<file path="src/rtl/uart_pkg.sv">
// UART receiver shared definitions.
// FSM encoding and default timing constants.
package uart_pkg;

    typedef enum logic [1:0] {
        IDLE,
        START,
        DATA,
        STOP
    } rx_state_e;

    // 12.5 MHz / (19200 * 16)
    localparam int BAUD_DIV_DEF = 41;
    localparam int SB_TICK_DEF  = 16;

    // Oversample tick counts within one bit period
    localparam int MID_TICK  = 7;
    localparam int LAST_TICK = 15;

endpackage

</file>
<file path="src/rtl/baud_tick_gen.sv">
// Oversample tick generator.
// Free-running divider, one-clk tick per BAUD_DIV clocks.
module baud_tick_gen
    import uart_pkg::*;
#(
    parameter int BAUD_DIV = BAUD_DIV_DEF
) (
    input  logic clk,
    input  logic reset,
    output logic tick
);

    localparam int CW = (BAUD_DIV > 1) ? $clog2(BAUD_DIV) : 1;
    localparam logic [CW-1:0] LAST = CW'(BAUD_DIV - 1);

    logic [CW-1:0] cnt_q;
    logic [CW-1:0] cnt_d;

    // Wrap the divider at its terminal count
    always_comb begin
        cnt_d = (cnt_q == LAST) ? '0 : cnt_q + CW'(1);
    end

    // Divider register
    always_ff @(posedge clk or posedge reset) begin
        if (reset) begin
            cnt_q <= '0;
        end else begin
            cnt_q <= cnt_d;
        end
    end

    assign tick = (cnt_q == LAST);

endmodule

</file>
<file path="src/rtl/uart_rx_unit.sv">
// UART receiver: 16x oversampled, LSB-first framing.
// Sticky status flags cleared by a consumer acknowledge.
module uart_rx_unit
    import uart_pkg::*;
#(
    parameter int BAUD_DIV = BAUD_DIV_DEF,
    parameter int DBIT     = 8,
    parameter int SB_TICK  = SB_TICK_DEF
) (
    input  logic            clk,
    input  logic            reset,
    input  logic            uartRx,
    input  logic            rd_ack,
    output logic [DBIT-1:0] rx_data,
    output logic            rx_done,
    output logic            data_available,
    output logic            frame_err,
    output logic            overrun
);

    localparam int NW = (DBIT > 1) ? $clog2(DBIT) : 1;

    logic            tick;
    logic            meta_q;
    logic            rxs_q;
    rx_state_e       state_q, state_d;
    logic [3:0]      s_q, s_d;
    logic [NW-1:0]   n_q, n_d;
    logic [DBIT-1:0] sr_q, sr_d;
    logic            good_d;
    logic            bad_d;
    logic [DBIT-1:0] data_q, data_d;
    logic            done_q;
    logic            dav_q, dav_d;
    logic            ferr_q, ferr_d;
    logic            ovr_q, ovr_d;

    baud_tick_gen #(
        .BAUD_DIV(BAUD_DIV)
    ) u_tick (
        .clk  (clk),
        .reset(reset),
        .tick (tick)
    );

    // Two-flop synchronizer, preset to the idle line level
    always_ff @(posedge clk or posedge reset) begin
        if (reset) begin
            meta_q <= 1'b1;
            rxs_q  <= 1'b1;
        end else begin
            meta_q <= uartRx;
            rxs_q  <= meta_q;
        end
    end

    // Frame FSM: start validation, bit sampling, stop check
    always_comb begin
        state_d = state_q;
        s_d     = s_q;
        n_d     = n_q;
        sr_d    = sr_q;
        good_d  = 1'b0;
        bad_d   = 1'b0;
        unique case (state_q)
            IDLE: begin
                if (!rxs_q) begin
                    state_d = START;
                    s_d     = '0;
                end
            end
            START: begin
                if (tick) begin
                    if (s_q == 4'(MID_TICK)) begin
                        if (!rxs_q) begin
                            state_d = DATA;
                            s_d     = '0;
                            n_d     = '0;
                        end else begin
                            state_d = IDLE;
                        end
                    end else begin
                        s_d = s_q + 4'd1;
                    end
                end
            end
            DATA: begin
                if (tick) begin
                    if (s_q == 4'(LAST_TICK)) begin
                        sr_d = {rxs_q, sr_q[DBIT-1:1]};
                        s_d  = '0;
                        if (n_q == NW'(DBIT - 1)) begin
                            state_d = STOP;
                        end else begin
                            n_d = n_q + NW'(1);
                        end
                    end else begin
                        s_d = s_q + 4'd1;
                    end
                end
            end
            STOP: begin
                if (tick) begin
                    if (s_q == 4'(SB_TICK - 1)) begin
                        state_d = IDLE;
                        good_d  = rxs_q;
                        bad_d   = !rxs_q;
                    end else begin
                        s_d = s_q + 4'd1;
                    end
                end
            end
        endcase
    end

    // Output data and sticky flags; a completing frame wins over an ack
    always_comb begin
        data_d = good_d ? sr_q : data_q;
        dav_d  = dav_q;
        ferr_d = ferr_q;
        ovr_d  = ovr_q;
        if (done_q) begin
            dav_d = 1'b1;
        end else if (rd_ack) begin
            dav_d = 1'b0;
        end
        if (bad_d) begin
            ferr_d = 1'b1;
        end else if (rd_ack) begin
            ferr_d = 1'b0;
        end
        if (done_q && dav_q && !rd_ack) begin
            ovr_d = 1'b1;
        end else if (rd_ack) begin
            ovr_d = 1'b0;
        end
    end

    // State, counters and output registers
    always_ff @(posedge clk or posedge reset) begin
        if (reset) begin
            state_q <= IDLE;
            s_q     <= '0;
            n_q     <= '0;
            sr_q    <= '0;
            data_q  <= '0;
            done_q  <= 1'b0;
            dav_q   <= 1'b0;
            ferr_q  <= 1'b0;
            ovr_q   <= 1'b0;
        end else begin
            state_q <= state_d;
            s_q     <= s_d;
            n_q     <= n_d;
            sr_q    <= sr_d;
            data_q  <= data_d;
            done_q  <= good_d;
            dav_q   <= dav_d;
            ferr_q  <= ferr_d;
            ovr_q   <= ovr_d;
        end
    end

    assign rx_data        = data_q;
    assign rx_done        = done_q;
    assign data_available = dav_q;
    assign frame_err      = ferr_q;
    assign overrun        = ovr_q;

endmodule

</file>
<file path="config.mk">
export PLATFORM = sky130hd
export DESIGN_NAME = uart_rx_unit
export DESIGN_NICKNAME = d
export VERILOG_FILES = /design/src/rtl/uart_pkg.sv /design/src/rtl/baud_tick_gen.sv /design/src/rtl/uart_rx_unit.sv
export SDC_FILE = /design/constraint.sdc
export NUM_CORES = 1
export LEC_CHECK = 0
export BUFFER_PORTS_ARGS = -buffer_cell sky130_fd_sc_hd__buf_2
export CAP_MARGIN = 25
export CORE_MARGIN = 1
export CORE_UTILIZATION = 40
export CTS_CLUSTER_SIZE = 40
export DETAILED_ROUTE_END_ITERATION = 16
export PLACE_DENSITY = 0.59
export SLEW_MARGIN = 20
export SYNTH_ARGS = -nofsm -noshare
export SYNTH_HDL_FRONTEND = slang
export SYNTH_SLANG_ARGS = --single-unit
</file>
<file path="constraint.sdc">
create_clock -name clk -period 4.95 [get_ports clk]
set_input_delay 0 -clock clk [delete_from_list [all_inputs] [get_ports clk]]
set_output_delay 0 -clock clk [all_outputs]
set_load 0.01 [all_outputs]
</file>
Yosys cells after proc, flatten, opt, wreduce, memory -nomap -nowiden
Cells that the tools add are included.
W data, S select, Z words.
{"block": "classes", "mux": 36, "bitwise_logic": 0, "order_cmp": 0, "n_shift": 0, "n_eq_ne": 18, "n_addsub": 3, "reduce_logical": 13, "multipliers": 0, "n_div": 0}
{"op": "$mux W4", "n": 7}
{"op": "$ne A2 B2 Y1 const B", "n": 11}
{"op": "$mux W2", "n": 9}
{"op": "$mux W3", "n": 6}
{"op": "$pmux W4 S4", "n": 1}
{"op": "$mux W1", "n": 10}
{"op": "$pmux W2 S4", "n": 1}
{"op": "$reduce_and A8 Y1", "n": 1}
{"op": "$reduce_bool A2 Y1", "n": 4}
{"op": "$reduce_and A7 Y1", "n": 1}
{"op": "$add A6 B1 Y6 const B", "n": 1}
{"op": "$eq A6 B6 Y1 const B", "n": 1}
{"op": "$mux W6", "n": 1}
{"op": "$pmux W3 S2", "n": 1}
{"op": "$add A4 B1 Y4 const B", "n": 1}
{"op": "$eq A2 B2 Y1 const B", "n": 2}
{"op": "$eq A4 B3 Y1 const B", "n": 1}
{"op": "$eq A4 B4 Y1 const B", "n": 1}
{"op": "$reduce_and A4 Y1", "n": 1}
{"op": "$add A3 B1 Y3 const B", "n": 1}
{"op": "$eq A3 B3 Y1 const B", "n": 1}
{"op": "$reduce_and A3 Y1", "n": 1}
{"op": "$eq A2 B1 Y1 const B", "n": 1}
{"op": "$logic_and A1 B1 Y1", "n": 2}
{"op": "other kinds (2)", "n": 3}
{"block": "word_totals", "output_inout_bits": 12, "register_bits": 37, "elab_cells": 82, "mem_bits_ro": 0, "latchBits": 0, "memories": 0, "mem_bits_rw": 0}

Logic depth before layout (Yosys ltp)
{"block": "depth", "ltp_word": 5, "ltp_mapped": 8}

Modules after synthesis
From an unflattened synthesis, not the netlist that was laid out.
{"block": "unflattened", "hier_cells": 135, "hier_area_um2": 1730.4}
{"mod": "uart_rx_unit", "instances": 1, "seq_area_each_um2": 778.2, "area_each_um2": 1452.6, "cells_per_inst": 111}
{"mod": "baud_tick_gen", "instances": 1, "seq_area_each_um2": 150.1, "area_each_um2": 277.8, "cells_per_inst": 24}

Worst setup path after synthesis
Ideal clock, no wire load.
{"block": "synth_timing", "path_kind": "reg2reg", "start": "reg u_tick.cnt_q[0]", "end": "reg sr_q[0]", "setup_slack_ns": 3.198, "t_arrival_ns": 1.627, "path_buffers": 1, "setup_ns": 0.125, "path_stages_with_launch": 8, "required_time_ns": 4.825, "path_cell_list": "dfrtp_1 -> inv_1 -> ha_1 -> and3b_1 -> buf_2 -> nand2_4 -> nor3_4 -> mux2_2"}
{"block": "synth_via", "elab_chain_len": 2}
{"item": "start: declaration", "line_no": "baud_tick_gen.sv:16", "source": "logic [CW-1:0] cnt_q;"}
{"item": "start signal: assignment", "line_no": "baud_tick_gen.sv:29", "source": "cnt_q <= cnt_d;"}
{"item": "$eq A6 B6 Y1", "line_no": "baud_tick_gen.sv:33", "source": "assign tick = (cnt_q == LAST);"}
{"item": "$reduce_and A3 Y1 (no line)"}
{"item": "end signal: assignment", "line_no": "uart_rx_unit.sv:155", "source": "sr_q <= sr_d;"}
{"item": "end: declaration", "line_no": "uart_rx_unit.sv:29", "source": "logic [DBIT-1:0] sr_q, sr_d;"}
No other way between the ends.
A chain may end at the register's enable or synchronous reset.

Final worst setup path
{"block": "layout_timing", "start": "reg u_tick.cnt_q[0]", "end": "reg sr_q[6]"}
Same word-level chain as after synthesis.

==> results.json <==
{
  "synth_enable_flop_cells": 0,
  "synth-compound-area-share": 0.0951,
  "synth_mux_area_frac": 0.131,
  "design.die.area_sq_um": 4570,
  "fp.dieH_um": 67.6,
  "core_region_area_sq_um": 4060,
  "synth_area_sq_um": 1720,
  "post_synth_fa_ha_maj_area_fraction": 0.0363,
  "die_width_um": 67.6,
  "track_usage": 0.143,
  "routed_wirelength_um": 2980,
  "fp-row-count": 23,
  "critical_path.slowest_cell": "sky130_fd_sc_hd__dfrtp_1",
  "cp_data_required_time_ns": 5.12,
  "finClkSkew_ns": 0.00754,
  "power.share.switching": 0.210,
  "num_cts_buffers": 5,
  "whs_ns": 0.293,
  "grt_antenna_before_repair": 0,
  "number_of_flip_flops_and_latches_in_the_synthesized_netlist": 37,
  "main_combinational_cell_family_by_area_after_synthesis": "simple AND/OR/NAND/NOR gates",
  "first_global_vias": 1085,
  "yosysWarningCount": 0,
  "largest_net_degree_at_the_start_of_global_routing": 26,
  "cts.reportedPaths.clkPinSlew_ns": 0.07,
  "detailed_place_hpwl_um": 2150,
  "worstPathCellList": "inv_1 -> ha_1 -> and3b_1 -> nand2_4 -> nor3_4 -> mux2_2",
  "part_of_the_total_power_dissipated_in_sequential_elements": 0.597,
  "mostFrequentLayoutCells": "sky130_fd_sc_hd__dfrtp_1, sky130_fd_sc_hd__mux2_2, sky130_fd_sc_hd__buf_2, sky130_fd_sc_hd__nor2_1, sky130_fd_sc_hd__inv_1",
  "post_cts.resized_instances": 0,
  "firstDrtPassIters": 4,
  "tritoncts": "done",
  "floorplan.io_pins": 16,
  "power_share_of_the_clock_group": 0.384,
  "clock_insertion_delay_at_the_later_pin_of_the_skew_report_ns": 0.28,
  "criticalPathCategory": "flop to flop",
  "ctsRootBufferMaster": "sky130_fd_sc_hd__clkbuf_8",
  "max_stage_delay_ns": 0.42,
  "start_util": 0.425,
  "ctsLongestPathBuffers": 2,
  "async_reset_ff_frac": 1.00,
  "diodes": 0,
  "drtIter0Drc": 43,
  "final_min_period_over_clock_period": 0.397,
  "power_per_unit_of_standard_cell_area_nw_per_um2": 261,
  "layout-area-overhead-vs-synth_pct": 13.6,
  "avgRoutedWirePerCell_um": 13.9,
  "final_period_minus_worst_setup_slack_ns": 1.97,
  "power_switching_uw": 107,
  "max-vdd-ir-drop_uv": 158,
  "ys_seq_area_frac": 0.539,
  "cts.sinks": 37,
  "finalMaxSlewViolations": 0,
  "setup.worst_path.end_class": "flop",
  "numPortBuffers": 15,
  "worst-endpoint-arrival_ns": 2.13,
  "total_leakage_power_nw": 0.986,
  "finalSetupTns_ns": 0,
  "layout_commonest_cell": "sky130_fd_sc_hd__dfrtp_1",
  "xor_xnor_portion_of_the_synthesized_cell_area": 0.0203,
  "finalNetCount": 172,
  "timing.fmax_mhz": 509,
  "drive_gt1_frac": 0.329,
  "detailroute.via_count": 1132,
  "synthSimpleGateAreaFrac": 0.145,
  "vias_per_cell": 5.29,
  "critical_path.max_fanout": 8,
  "synth_cells": 141,
  "final_antenna_net_count": 0,
  "finalHoldViolCount": 0,
  "gp_congestion": 0.871,
  "grt_pass1_wl_um": 4770,
  "postSynth.topFlopCell": "sky130_fd_sc_hd__dfrtp_1",
  "worst_tran_pin_value_ns": 0.506,
  "number_of_max_cap_violations": 0,
  "status": "finished clean",
  "internal_power_uw": 404,
  "cp-start-kind": "flop",
  "finalSetupViolations": 0,
  "timing.slew.headroom": 0.662,
  "drc_errors": 0,
  "post_synth_num_cell_types": 43,
  "ctsHtreeMaxLevel": 2,
  "post_synth.cell_area_avg_sq_um": 12.2,
  "p_comb_frac": 0.019,
  "holdCritPathClass": "input pin to asynchronous set/reset pin",
  "grt_overflow_total": 0,
  "synth_nets": 150,
  "unrepaired_setup_endpoints_after_global_routing": "no"
}
[cell type report]
class | instances | area, sq um
multi-input cells | 91 | 737
flip-flops and latches | 37 | 928
clock inverters | 2 | 10.0
fillers | 382 | 2100
repair buffers | 19 | 113
inverters | 9 | 33.8
well taps | 50 | 62.6
clock buffers | 6 | 72.6
[synthesized netlist by cell type (all sizes together) (4+ instances only)]
master / n / area (sq um)
dfrtp: 35 / 876
mux2: 17 / 195
nor2: 11 / 41.3
inv: 9 / 33.8
nand2: 6 / 30.0
ha: 5 / 62.6
nand3: 5 / 37.5
a21o: 4 / 30.0
a21oi: 4 / 20.0
[power by group through the flow]
stage                     Combinational (mW)  Clock, mW  Sequential [mW]
after floorplan                      0.00580          0            0.310
after global placement               0.00811          0            0.311
after detailed placement             0.00832          0            0.311
after CTS                             0.0102      0.204            0.305
after global routing                  0.0116      0.217            0.305
final                                0.00971      0.197            0.305
[worst max-delay path, delay by kind of cell (launching register included)]
kind	cells	cell delay (ns)
AND/OR/NAND/NOR	3	0.85
flip-flops	1	0.42
multiplexers	1	0.39
adder cells (fa/ha/maj)	1	0.13
buffers and inverters	1	0.07
[worst paths after layout]
check                                start                    endpoint  slack, ns  cells past startpoint
setup / recovery           u_tick.cnt_q[0]                     sr_q[6]       2.98                      6
hold / removal                       reset  asynchronous set/reset pin       0.29                      3
setup reg to reg           u_tick.cnt_q[0]                     sr_q[6]       2.98                      6
hold reg to reg                     meta_q                       rxs_q       0.35                      0
max in group asynchronous            reset                      meta_q       3.90                      4
min in group clk                    meta_q                       rxs_q       0.35                      0
[registers in the layout, indices dropped and copies added, names as in the netlist, named ones only]
name            count
n_q                 3
state_q             1
overrun             1
data_available      1
frame_err           1
sr_q                8
rxs_q               1
u_tick.cnt_q        6
rx_data             8
rx_done             1
s_q                 4
meta_q              1
[repair_timing]
action / in CTS / in global routing
setup buffers: 0 / 0
endpoints found under the hold margin: 14 / 0
hold buffers: 3 / 0
[routing by layer]
metal  GRT usage  part of all wire  up-vias
met5           0                 0        -
met1       0.184              0.49      562
met4      0.0638             0.010        0
met2       0.222              0.46       26
li1            -                 -      539
met3      0.0405             0.038        5
[metrics by stage]
step                      worst slack (ns)   util  power (mW)  instance area, sq um  std cells
final                                 2.98  0.482       0.512                  1960        214
after global routing                  2.85  0.482       0.534                  1960        214
after CTS                             2.96  0.482       0.519                  1960        214
after detailed placement              2.98  0.455       0.319                  1840        203
after global placement                3.05  0.455       0.319                  1840        203
after floorplan                       3.20      -       0.315                  1720        141
[logic make-up after synthesis]
group / Yosys count
buffers and inverters: 13
AND/OR/NAND/NOR: 40
multiplexers: 20
XOR/XNOR: 4
AO/OA/AOI/OAI: 22
adder cells (fa/ha/maj): 5
flip-flops: 37
(Power assumes the default switching activity.)
